File: config.mk
export PLATFORM = sky130hd
export DESIGN_NAME = pc_exception_unit_flat
export DESIGN_NICKNAME = d
export VERILOG_FILES = /design/src/rtl/cpu_defs.sv /design/src/rtl/pc_exception_unit_if.sv /design/src/rtl/branch_cond_eval.sv /design/src/rtl/pc_exception_unit.sv /design/src/flat_wrapper.sv
export SDC_FILE = /design/constraint.sdc
export NUM_CORES = 1
export LEC_CHECK = 0
export CAP_MARGIN = 25
export CORE_ASPECT_RATIO = 1.1
export CORE_MARGIN = 4
export CORE_UTILIZATION = 40
export DETAILED_ROUTE_END_ITERATION = 10
export PLACE_DENSITY = 0.88
export SYNTH_ARGS = -nofsm -noshare
export SYNTH_HDL_FRONTEND = slang
export SYNTH_SLANG_ARGS = --single-unit
export TNS_END_PERCENT = 20
File: constraint.sdc
create_clock -name clk -period 1.83 [get_ports clk]
set_clock_uncertainty 0.05 [all_clocks]
set_input_delay 0.4575 -clock clk [delete_from_list [all_inputs] [get_ports clk]]
set_output_delay 0.4575 -clock clk [all_outputs]
set_load 0.01 [all_outputs]
File: src/rtl/cpu_defs.sv
// Shared CPU encodings: exception FSM states, branch conditions, exception
// causes and their handler vector addresses.
package cpu_defs;

  typedef enum logic [1:0] {
    ST_IDLE     = 2'd0,
    ST_EXC_READ = 2'd1,
    ST_EXC_LOAD = 2'd2
  } exc_state_e;

  typedef enum logic [1:0] {
    BR_BEQ = 2'b00,
    BR_BNE = 2'b01,
    BR_BLE = 2'b10,
    BR_BGT = 2'b11
  } branch_op_e;

  typedef enum logic [1:0] {
    EXC_OPCODE = 2'd0,
    EXC_OVF    = 2'd1,
    EXC_DIV0   = 2'd2
  } exc_code_e;

  localparam logic [31:0] VEC_OPCODE = 32'd253;
  localparam logic [31:0] VEC_OVF    = 32'd254;
  localparam logic [31:0] VEC_DIV0   = 32'd255;

  function automatic logic [31:0] vec_addr(input logic [1:0] code);
    case (code)
      EXC_OPCODE: return VEC_OPCODE;
      EXC_OVF:    return VEC_OVF;
      EXC_DIV0:   return VEC_DIV0;
      default:    return '0;
    endcase
  endfunction

endpackage

File: src/rtl/pc_exception_unit_if.sv
// Handler-vector read port between the exception unit and memory.
interface pc_exception_unit_if;
  logic        exc_mem_rd;
  logic [31:0] exc_mem_addr;
  logic [7:0]  mem_rdata;

  modport master (output exc_mem_rd, output exc_mem_addr, input mem_rdata);
  modport slave  (input exc_mem_rd, input exc_mem_addr, output mem_rdata);
endinterface

File: src/rtl/branch_cond_eval.sv
// Evaluates the branch condition from the ALU flags.
module branch_cond_eval
  import cpu_defs::*;
(
  input  logic [1:0] branch_op,
  input  logic       zero,
  input  logic       gt,
  output logic       cond_true
);

  always_comb begin
    cond_true = 1'b0;
    case (branch_op_e'(branch_op))
      BR_BEQ:  cond_true = zero;
      BR_BNE:  cond_true = !zero;
      BR_BLE:  cond_true = !gt;
      BR_BGT:  cond_true = gt;
      default: cond_true = 1'b0;
    endcase
  end

endmodule

File: src/rtl/pc_exception_unit.sv
// Program counter with exception sequencing: saves EPC, reads the handler
// byte from the cause's vector address and jumps to it.
module pc_exception_unit
  import cpu_defs::*;
#(
  parameter logic [31:0] RESET_PC = 32'h0000_0000,
  parameter int unsigned MEM_LAT  = 2
) (
  input  logic                       clk,
  input  logic                       reset_n,
  input  logic [31:0]                pc_next,
  input  logic                       pc_write,
  input  logic                       pc_write_cond,
  input  logic [1:0]                 branch_op,
  input  logic                       zero,
  input  logic                       gt,
  input  logic                       exc_opcode,
  input  logic                       exc_ovf,
  input  logic                       exc_div0,
  pc_exception_unit_if.master        mem,
  output logic [31:0]                pc,
  output logic [31:0]                epc,
  output logic                       exc_busy,
  output logic [1:0]                 exc_code
);

  localparam logic [2:0] LAT = 3'(MEM_LAT);

  exc_state_e  state_q, state_d;
  logic [2:0]  cnt_q, cnt_d;
  logic [31:0] pc_q, pc_d;
  logic [31:0] epc_q, epc_d;
  logic [1:0]  code_q, code_d;
  logic        cond_true;
  logic        exc_req;
  logic        rd;
  logic [31:0] addr;

  branch_cond_eval u_cond (
    .branch_op (branch_op),
    .zero      (zero),
    .gt        (gt),
    .cond_true (cond_true)
  );

  assign exc_req = exc_opcode | exc_div0 | exc_ovf;

  always_ff @(posedge clk or negedge reset_n) begin
    if (!reset_n) begin
      state_q <= ST_IDLE;
      cnt_q   <= '0;
      pc_q    <= RESET_PC;
      epc_q   <= '0;
      code_q  <= '0;
    end else begin
      state_q <= state_d;
      cnt_q   <= cnt_d;
      pc_q    <= pc_d;
      epc_q   <= epc_d;
      code_q  <= code_d;
    end
  end

  always_comb begin
    state_d = state_q;
    cnt_d   = cnt_q;
    pc_d    = pc_q;
    epc_d   = epc_q;
    code_d  = code_q;
    rd      = 1'b0;
    addr    = '0;
    case (state_q)
      ST_IDLE: begin
        if (exc_req) begin
          epc_d   = pc_q - 32'd4;
          code_d  = exc_opcode ? EXC_OPCODE : (exc_div0 ? EXC_DIV0 : EXC_OVF);
          cnt_d   = LAT;
          state_d = ST_EXC_READ;
        end else if (pc_write | (pc_write_cond & cond_true)) begin
          pc_d = pc_next;
        end
      end
      ST_EXC_READ: begin
        cnt_d = cnt_q - 3'd1;
        // Counter is only at its load value during the first read cycle.
        if (cnt_q == LAT) begin
          rd   = 1'b1;
          addr = vec_addr(code_q);
        end
        if (cnt_q == 3'd1) state_d = ST_EXC_LOAD;
      end
      ST_EXC_LOAD: begin
        pc_d    = {24'b0, mem.mem_rdata};
        state_d = ST_IDLE;
      end
      default: state_d = ST_IDLE;
    endcase
  end

  assign mem.exc_mem_rd   = rd;
  assign mem.exc_mem_addr = addr;
  assign pc               = pc_q;
  assign epc              = epc_q;
  assign exc_code         = code_q;
  assign exc_busy         = (state_q != ST_IDLE);

endmodule

File: src/flat_wrapper.sv
// flat-port wrapper written by rule: the top's interface ports become plain ports
module pc_exception_unit_flat import cpu_defs::*;
#(
  parameter logic [31:0] RESET_PC = 32'h0000_0000,
  parameter int unsigned MEM_LAT  = 2
)
  (clk, reset_n, pc_next, pc_write, pc_write_cond, branch_op, zero, gt, exc_opcode, exc_ovf, exc_div0, pc, epc, exc_busy, exc_code, mem_exc_mem_rd, mem_exc_mem_addr, mem_mem_rdata);
  pc_exception_unit_if mem_i ();
  input  logic clk;
  input  logic reset_n;
  input  logic [31:0] pc_next;
  input  logic pc_write;
  input  logic pc_write_cond;
  input  logic [1:0] branch_op;
  input  logic zero;
  input  logic gt;
  input  logic exc_opcode;
  input  logic exc_ovf;
  input  logic exc_div0;
  output logic [31:0] pc;
  output logic [31:0] epc;
  output logic exc_busy;
  output logic [1:0] exc_code;
  output wire logic [$bits(mem_i.exc_mem_rd)-1:0] mem_exc_mem_rd;
  output wire logic [$bits(mem_i.exc_mem_addr)-1:0] mem_exc_mem_addr;
  input wire logic [$bits(mem_i.mem_rdata)-1:0] mem_mem_rdata;
  assign mem_exc_mem_rd = mem_i.exc_mem_rd;
  assign mem_exc_mem_addr = mem_i.exc_mem_addr;
  assign mem_i.mem_rdata = mem_mem_rdata;
  pc_exception_unit #(.RESET_PC(RESET_PC), .MEM_LAT(MEM_LAT)) u_core (.clk(clk), .reset_n(reset_n), .pc_next(pc_next), .pc_write(pc_write), .pc_write_cond(pc_write_cond), .branch_op(branch_op), .zero(zero), .gt(gt), .exc_opcode(exc_opcode), .exc_ovf(exc_ovf), .exc_div0(exc_div0), .mem(mem_i), .pc(pc), .epc(epc), .exc_busy(exc_busy), .exc_code(exc_code));
endmodule
* After elaboration in Yosys (flattened, before gate mapping) *
Cells that the tools add are included.
W data, S select, Z words.

word-level totals
  logic and storage cells = 52
  input port bits = 51
  register bits after elaboration = 71
  output and inout port bits = 100

operators by class
  equality and inequality tests = 13
  reductions and logical operators = 12
  $add $sub $neg = 2
  bitwise logic cells = 4
  multiplexer cells = 16

operator list
  kind                     count
  $mux W32                 4
  $pmux W32 S2             1
  $sub A32 B3 Y32 const B  1
  $pmux W8 S3              1
  $eq A2 B2 Y1 const B     4
  $mux W2                  4
  $eq A2 B1 Y1 const B     3
  $logic_not A2 Y1         3
  $ne A2 B1 Y1 const B     3
  $pmux W3 S2              1
  $reduce_and A2 Y1        3
  $reduce_bool A2 Y1       3
  $pmux W1 S4              1
  $pmux W2 S2              1
  $eq A3 B1 Y1 const B     1
  $eq A3 B2 Y1 const B     1
  $mux W3                  1
  $or A1 B1 Y1             3
  $reduce_and A3 Y1        1
  $sub A3 B1 Y3 const B    1
  $logic_not A1 Y1         2
  $mux W1                  2
  $ne A2 B2 Y1 const B     1
  $and A1 B1 Y1            1

* Longest topological paths before layout *
Gate-level depths: netlist of the first run.

  word-level depth = 7
  depth in mapped cells = 7
  mapped depth without buffers = 7

* By module *
Synthesis of the first run repeated with hierarchy kept, for this count alone.

second synthesis, totals
  cells, all modules = 414
  area total of the unflattened synthesis = 3827.4 um^2

by module, submodules not included
  module             area an instance (um^2)  instances  seq. area each (um^2)  cells each
  pc_exception_unit  3804.9                   1          1776.7                 411
  branch_cond_eval   22.5                     1          0.0                    3

* Least setup slack after synthesis of the first run *
Ideal clock, no wire load.

  path type = register to output
  start = register u_core.state_q[1]
  end = output port mem_exc_mem_addr[0]
  cell stages (with the launch flop) = 6
  required time = 1.322 ns
  data arrival time = 1.841 ns
  path buffers = 1
  slack = -0.518 ns
  path through = dfrtp_1 > buf_2 > nand2b_1 > nor3b_1 > nor2b_1 > o21a_1

between the ends
  longest elaborated chain between the ends = 2

RTL lines
  element                 RTL line                 RTL
  from (decl)             pc_exception_unit.sv:29  exc_state_e state_q, state_d;
  from (signal assigned)  pc_exception_unit.sv:56  state_q <= state_d;
  $eq A2 B1 Y1            pc_exception_unit.sv:72  case (state_q)
  $mux W32                pc_exception_unit.sv:72
  to (decl)               flat_wrapper.sv:25       output wire logic [$bits(mem_i.exc_mem_addr)-1:0] mem_exc_mem_addr;

No other way between the ends.

* Worst setup path after layout of the first run *
  start = register u_core.cnt_q[0]
  end = output port mem_exc_mem_addr[0]

between the ends
  longest elaborated chain between the ends = 3

RTL lines
  element                 RTL line                 RTL
  from (decl)             pc_exception_unit.sv:30  logic [2:0] cnt_q, cnt_d;
  from (signal assigned)  pc_exception_unit.sv:57  cnt_q <= cnt_d;
  $eq A3 B2 Y1            pc_exception_unit.sv:86  if (cnt_q == LAT) begin
  $mux W32                pc_exception_unit.sv:86
  $mux W32                pc_exception_unit.sv:72

No other way between the ends.

==> results.toml, run 1 <==
[synth]
yosys-top-cells-area = "dfrtp_1 (47%), mux2_2 (11%), buf_4 (5.7%)"
yosys_register_bits = 71
syn_area_per_cell_um2 = 10.4
synth_edf_count = 0
yosysTopAreaCellShare_pct = 46.6
syn-cell-area_um2 = 3810
ys_warn_count = 0
post-synth-top-count-cell = "dfrtp_1"
yosys-top-cells-count = "dfrtp_1 (71), nand2_1 (42), mux2_2 (36)"
ys_seq_area_share_pct = 46.6
synth_cell_type_count = 47
async_flop_share_pct = 100
synth_top_area_cell = "dfrtp_1"
syn_inst = 368
synth_ff_type = "dfrtp_1"

[critical_path]
cp-start-kind = "register"
crit_required_ns = 1.32
crit_type = "reg2out"
path_max_fanout = 2
cp.arrival_ns = 1.62
end_kind = "primary output"
regToRegStartpoint = "u_core.pc[4]"
reg2reg_to = "u_core.epc[13]"
r2r_slack_ns = -0.19
worstRegToRegCells = 5

[clock_tree]
clock_sinks = 71
htree_levels = 3
cts_buffer_depth = 2
cts_buffers = 9
cts.hold.buffers_added = 0
clkLatencyLatePin_ns = 0.34
cts_tree = "yes"
cts.clk_slew.worst_paths_ns = 0.08
cts_root_buffer = "clkbuf_8"

[global_routing]
antenna_found_initial = 0
grt_pass1_vias = 3503
grt_usage_pct = 20.3
grt_pass1_wl_um = 17500
grt_overflow = 0
grt_max_degree = 37

[sta]
finalSetupViolations = 44
period_minus_slack_ns = 2.13
rsz0062_at_grt = "yes"
fmax_ghz = 0.470
fin_setup_tns_ns = -3.48
slew_violations = 0
period_share_pct = 116
timing.final.ws_setup_ns = -0.300
finalHoldViolCount = 0

[floorplanning]
chipWidth_um = 101
fp-row-count = 37
core_um2 = 9350
initial_utilization_pct = 40.8
die_area_um2 = 11200
pin_count = 151
die_h_um = 110

[routing]
drt.antenna.violating_nets = 0
drt_iter0_drc = 126
wl_met1_um = 4640
routed_wl_um = 11500
maxUsedRoutingLayer = "met4"
wl_met2_um = 5960
avgViaCountPerCell = 4.92
route.vias.total = 3361
dr.pass1.iters = 4
drc = 0
wl_per_cell_um = 16.8
wl_met3_um = 618

[cells_and_area]
final_cells = 683
layout.nets = 619
fillers = 712
drive_gt1_share_pct = 31.8
syn_to_final_growth_pct = 62.9
diodes = 0

[placed_design]
hpwl_um = 8120
dp_cells = 648
port_buffers = 126
gp_congestion = 0.771

[flow_run]
drv_cap = 0

[run_status]
failed_checks = "setup timing"
outcome = "complete, but fails checks"

[power_and_ir_drop]
p_leak_nw = 2.83
irDropWorstVdd_v = 0.000905
p_per_area_nw_per_um2 = 1760

[worst_hold_path]
hold_path.class = "in2async"
[metal layers]
metal | up-vias | GRT usage (%)
met1 | 1641 | 24.1
met4 | 0 | 6.55
met2 | 126 | 36.3
met3 | 22 | 4.72
met5 | - | 0
li1 | 1572 | -
[cells by family after synthesis]
logic type | synth area share, %
AO/OA/AOI/OAI | 6.73
XOR/XNOR | 5.97
adder cells (fa/ha/maj) | 2.30
buffers and inverters | 8.37
flip-flops | 46.6
multiplexers | 11.7
other | 0.0984
AND/OR/NAND/NOR | 18.2
[flip-flops by register name, summed over array words and instances (netlist names)]
signal	count
u_core.epc	32
u_core.cnt_q	3
u_core.exc_code	2
u_core.state_q	2
u_core.pc	32
[how the worst max path moves through the flow]
stage,start,to,slack [ns],depth (start not counted)
after CTS,u_core.cnt_q[0],mem_exc_mem_addr[0],-0.32,7
after global routing,u_core.cnt_q[0],mem_exc_mem_addr[0],-0.38,7
after floorplan,u_core.pc[3],u_core.epc[13],-0.21,5
after detailed placement,branch_op[1],u_core.pc[6],-0.71,7
after global placement,branch_op[1],u_core.pc[17],-0.64,7
final,u_core.cnt_q[0],mem_exc_mem_addr[0],-0.30,7
[timing repair]
action | in CTS | in global routing
setup buffers | 11 | 5
hold endpoints to repair | 0 | 0
cloned | 3 | 0
resized for setup | 132 | 32
setup endpoints to repair | 88 | 66
pin swaps | 11 | 1
[cells in the final DEF, fill, tap and decap left out, types with 3 or more instances in the layout]
| master | netlist | final |
|---|---|---|
| xor2_1 | 19 | 17 |
| nand3_1 | 5 | 5 |
| mux2_4 | 0 | 18 |
| bufinv_16 | 0 | 3 |
| buf_6 | 0 | 17 |
| buf_2 | 6 | 4 |
| nor2b_1 | 28 | 26 |
| nor4_2 | 1 | 3 |
| dlymetal6s2s_1 | 0 | 4 |
| ha_1 | 7 | 5 |
| xnor2_1 | 7 | 7 |
| nand3b_1 | 3 | 3 |
| mux2_2 | 36 | 18 |
| o21ai_0 | 31 | 15 |
| nand4b_1 | 4 | 4 |
| dfrtp_1 | 71 | 68 |
| buf_4 | 29 | 62 |
| mux2i_1 | 4 | 4 |
| clkdlybuf4s50_1 | 0 | 75 |
| conb_1 | 1 | 24 |
| nand2_1 | 42 | 40 |
| dfrtp_2 | 0 | 3 |
| nand4_1 | 3 | 3 |
| buf_12 | 0 | 5 |
| inv_1 | 8 | 7 |
| o21ai_1 | 1 | 15 |
| nor2_1 | 16 | 14 |
| dlygate4sd2_1 | 0 | 33 |
| clkbuf_8 | 0 | 10 |
[area by class of cell]
| type | instances | area, um^2 | area share, % |
|---|---|---|---|
| clock buffers | 10 | 138 | 2.22 |
| multi-input cells | 266 | 2040 | 32.8 |
| flip-flops and latches | 71 | 1780 | 28.7 |
| clock inverters | 6 | 108 | 1.73 |
| repair buffers | 205 | 1970 | 31.8 |
| well taps | 117 | 146 | 2.36 |
| inverters | 8 | 30.0 | 0.483 |
[worst max-delay path, cell delays in order (launching register included)]
cell and delay, ns:
dfrtp_1 0.39, inv_2 0.08, ha_4 0.11, nor3b_4 0.18, nor2b_4 0.18, buf_6 0.10
o21a_1 0.11, buf_2 0.13
[metrics by stage]
stage | total power [W] | hold WS [ns] | setup slack, ns | utilization, % | instance area, um^2
2_1_floorplan | 0.00565 | 0.112 | -0.208 | - | 3980
3_3_place_gp | 0.00850 | 0.399 | -0.643 | 59.7 | 5580
3_5_place_dp | 0.00876 | 0.406 | -0.707 | 59.7 | 5580
4_1_cts | 0.0107 | 0.0349 | -0.317 | 65.2 | 6090
5_1_grt | 0.0116 | 0.0425 | -0.382 | 66.4 | 6210
6_report | 0.0109 | 0.0237 | -0.300 | 66.4 | 6210
[power breakdown]
group	switching [W]	internal, W	total, W
Clock	0.000602	0.000938	0.00154
Sequential	0.000555	0.00236	0.00292
Combinational	0.00287	0.00358	0.00645
Power figures use the tool's default switching activity.
==> run 2, diff against run 1 <==
- ABC_AREA: not set -> 1
- CORE_UTILIZATION: 40 -> 41
- PLACE_DENSITY: 0.88 -> 0.87
==> results.toml, run 2 <==
[run_status]
outcome = "complete, but fails checks"
failed_checks = "setup timing"

[synth]
synth_ff_type = "dfrtp_1"
syn-cell-area_um2 = 4170
synth_fa_ha_area_share_pct = 2.10
yosys.area_share.simple_pct = 34.9
syn_inst = 592
synth_cell_type_count = 30
yosys-top-cells-area = "dfrtp_1 (43%), nand2_1 (18%), nor2_1 (8.6%)"
synth_edf_count = 0
ys_warn_count = 0
ys_seq_area_share_pct = 42.6
yosysTopAreaCellShare_pct = 42.6
synth_xor_area_share_pct = 1.89
synth_mux_area_share_pct = 0
async_flop_share_pct = 100
syn_area_per_cell_um2 = 7.05
yosys-top-cells-count = "nand2_1 (205), nor2_1 (96), dfrtp_1 (71)"
synth_top_family_by_area = "simple AND/OR/NAND/NOR gates"
synth_top_area_cell = "dfrtp_1"
synth-compound-area-share_pct = 5.85
yosys_register_bits = 71
post-synth-top-count-cell = "nand2_1"

[clock_tree]
cts_root_buffer = "clkbuf_8"
clock_sinks = 71
cts.clk_slew.worst_paths_ns = 0.08
htree_levels = 3
cts_tree = "yes"
clkLatencyLatePin_ns = 0.36
cts_buffers = 9
cts_buffer_depth = 2

[sta]
fmax_ghz = 0.513
finalSetupViolations = 9
slew_violations = 0
rsz0062_at_grt = "yes"
fin_setup_tns_ns = -0.893
period_minus_slack_ns = 1.95
timing.final.ws_setup_ns = -0.119
finalHoldViolCount = 0
period_share_pct = 107
hold_ws_ns = 0.0603

[floorplanning]
pin_count = 151
fp-row-count = 38
die_h_um = 114
chipWidth_um = 104
core_um2 = 9890
die_area_um2 = 11900
initial_utilization_pct = 42.2

[global_routing]
grt_pass1_vias = 4024
antenna_found_initial = 0
grt_pass1_wl_um = 19500
grt_max_degree = 72
grt_usage_pct = 20.6
grt_overflow = 0

[placed_design]
hpwl_um = 9250
dp_cells = 842
place_area_um2 = 5660
gp_congestion = 0.910
port_buffers = 126

[critical_path]
critical_path.max_stage_delay_ns = 0.37
crit_type = "reg2out"
crit_family = "buffers and inverters"
crit_chain = "inv_2 -> nor2_4 -> inv_2 -> nor3_4 -> buf_6 -> buf_6"
crit_required_ns = 1.32
slowest_stage = "dfrtp_1"
crit_buf_inv = 4
path_max_fanout = 6
cp-start-kind = "register"
r2r_slack_ns = 0.08
cp.arrival_ns = 1.44
end_kind = "primary output"

[power_and_ir_drop]
intPower_w = 0.00568
clkPwrFrac_pct = 12.5
irDropWorstVdd_v = 0.000677
p_leak_nw = 3.03
swShare_pct = 43.8
p_total_w = 0.0101
p_per_area_nw_per_um2 = 1700
pwr-share-seq_pct = 31.0
power_switching_w = 0.00442
pwr-share-comb_pct = 56.5

[routing]
drc = 0
drt.antenna.violating_nets = 0
drt_iter0_drc = 287
dr.pass1.iters = 5
avgViaCountPerCell = 4.82
routed_wl_um = 12200
wl_per_cell_um = 14.1
route.vias.total = 4159

[cells_and_area]
layout.nets = 795
diodes = 0
final_common_cell = "nand2_1"
final_cell_mix = "nand2_1 (204), nor2_1 (93), clkdlybuf4s50_1 (84), dfrtp_1 (55), inv_1 (49)"
final_cells = 862
multi_input_area_um2 = 2010
regArea_um2 = 1800
fin_area_um2 = 5930
drive_gt1_share_pct = 13.2
syn_to_final_growth_pct = 42.1
fillers = 862

[worst_hold_path]
hold_path.class = "in2async"

[flow_run]
drv_cap = 0
## run 2: final cells by class
class / count / share of cell area (%)
well taps: 120 / 2.53
inverters: 55 / 3.48
multi-input cells: 441 / 34.0
clock inverters: 6 / 1.01
repair buffers: 159 / 26.4
clock buffers: 10 / 2.32
flip-flops and latches: 71 / 30.3
## run 2: stage by stage
step	utilization, %	worst slack [ns]
finish	60.0	-0.119
global route	60.0	-0.191
CTS	59.5	-0.153
detailed placement	57.2	-0.251
global placement	57.2	-0.208
floorplan	-	0.0188
## run 2: repair_timing
item                                    in CTS  in global routing
gates cloned                                 0                  0
pin swaps                                    3                  4
hold buffers                                 0                  0
endpoints found under the setup margin      39                 14
setup buffers                                3                  2
gates resized for setup                    101                 13
## run 2: final timing paths
kind	startpoint	end	cells after the start
setup / recovery	u_core.state_q[0]	mem_exc_mem_addr[3]	6
setup reg to reg	u_core.state_q[0]	u_core.epc[6]	10
hold reg to reg	u_core.epc[24]	u_core.epc[24]	2
hold / removal	reset_n	u_core.epc[3]	2
max in group asynchronous	reset_n	u_core.pc[16]	2
min in group clk	u_core.epc[24]	u_core.epc[24]	2
## run 2: kinds of logic (layout without fill, tap and decap cells)
kind of cell,count (synthesis),count (layout)
buffers and inverters,103,230
adder cells (fa/ha/maj),7,7
AND/OR/NAND/NOR,362,362
AO/OA/AOI/OAI,39,39
flip-flops,71,71
other,1,24
XOR/XNOR,9,9
## run 2: power by group through the flow
stage	registers, W	clock network [W]	logic (W)
2_1_floorplan	0.00323	0	0.00266
3_3_place_gp	0.00306	0	0.00553
3_5_place_dp	0.00310	0	0.00569
4_1_cts	0.00311	0.00127	0.00563
5_1_grt	0.00323	0.00135	0.00627
6_report	0.00313	0.00126	0.00570
## run 2: per-layer routing
layer | share of wire [%] | up-vias | global-route usage (%)
li1 | - | 2075 | -
met1 | 40 | 1892 | 24.5
met2 | 50 | 164 | 35.7
met3 | 6.4 | 28 | 4.30
met4 | 3.4 | 0 | 9.84
met5 | 0 | - | 0
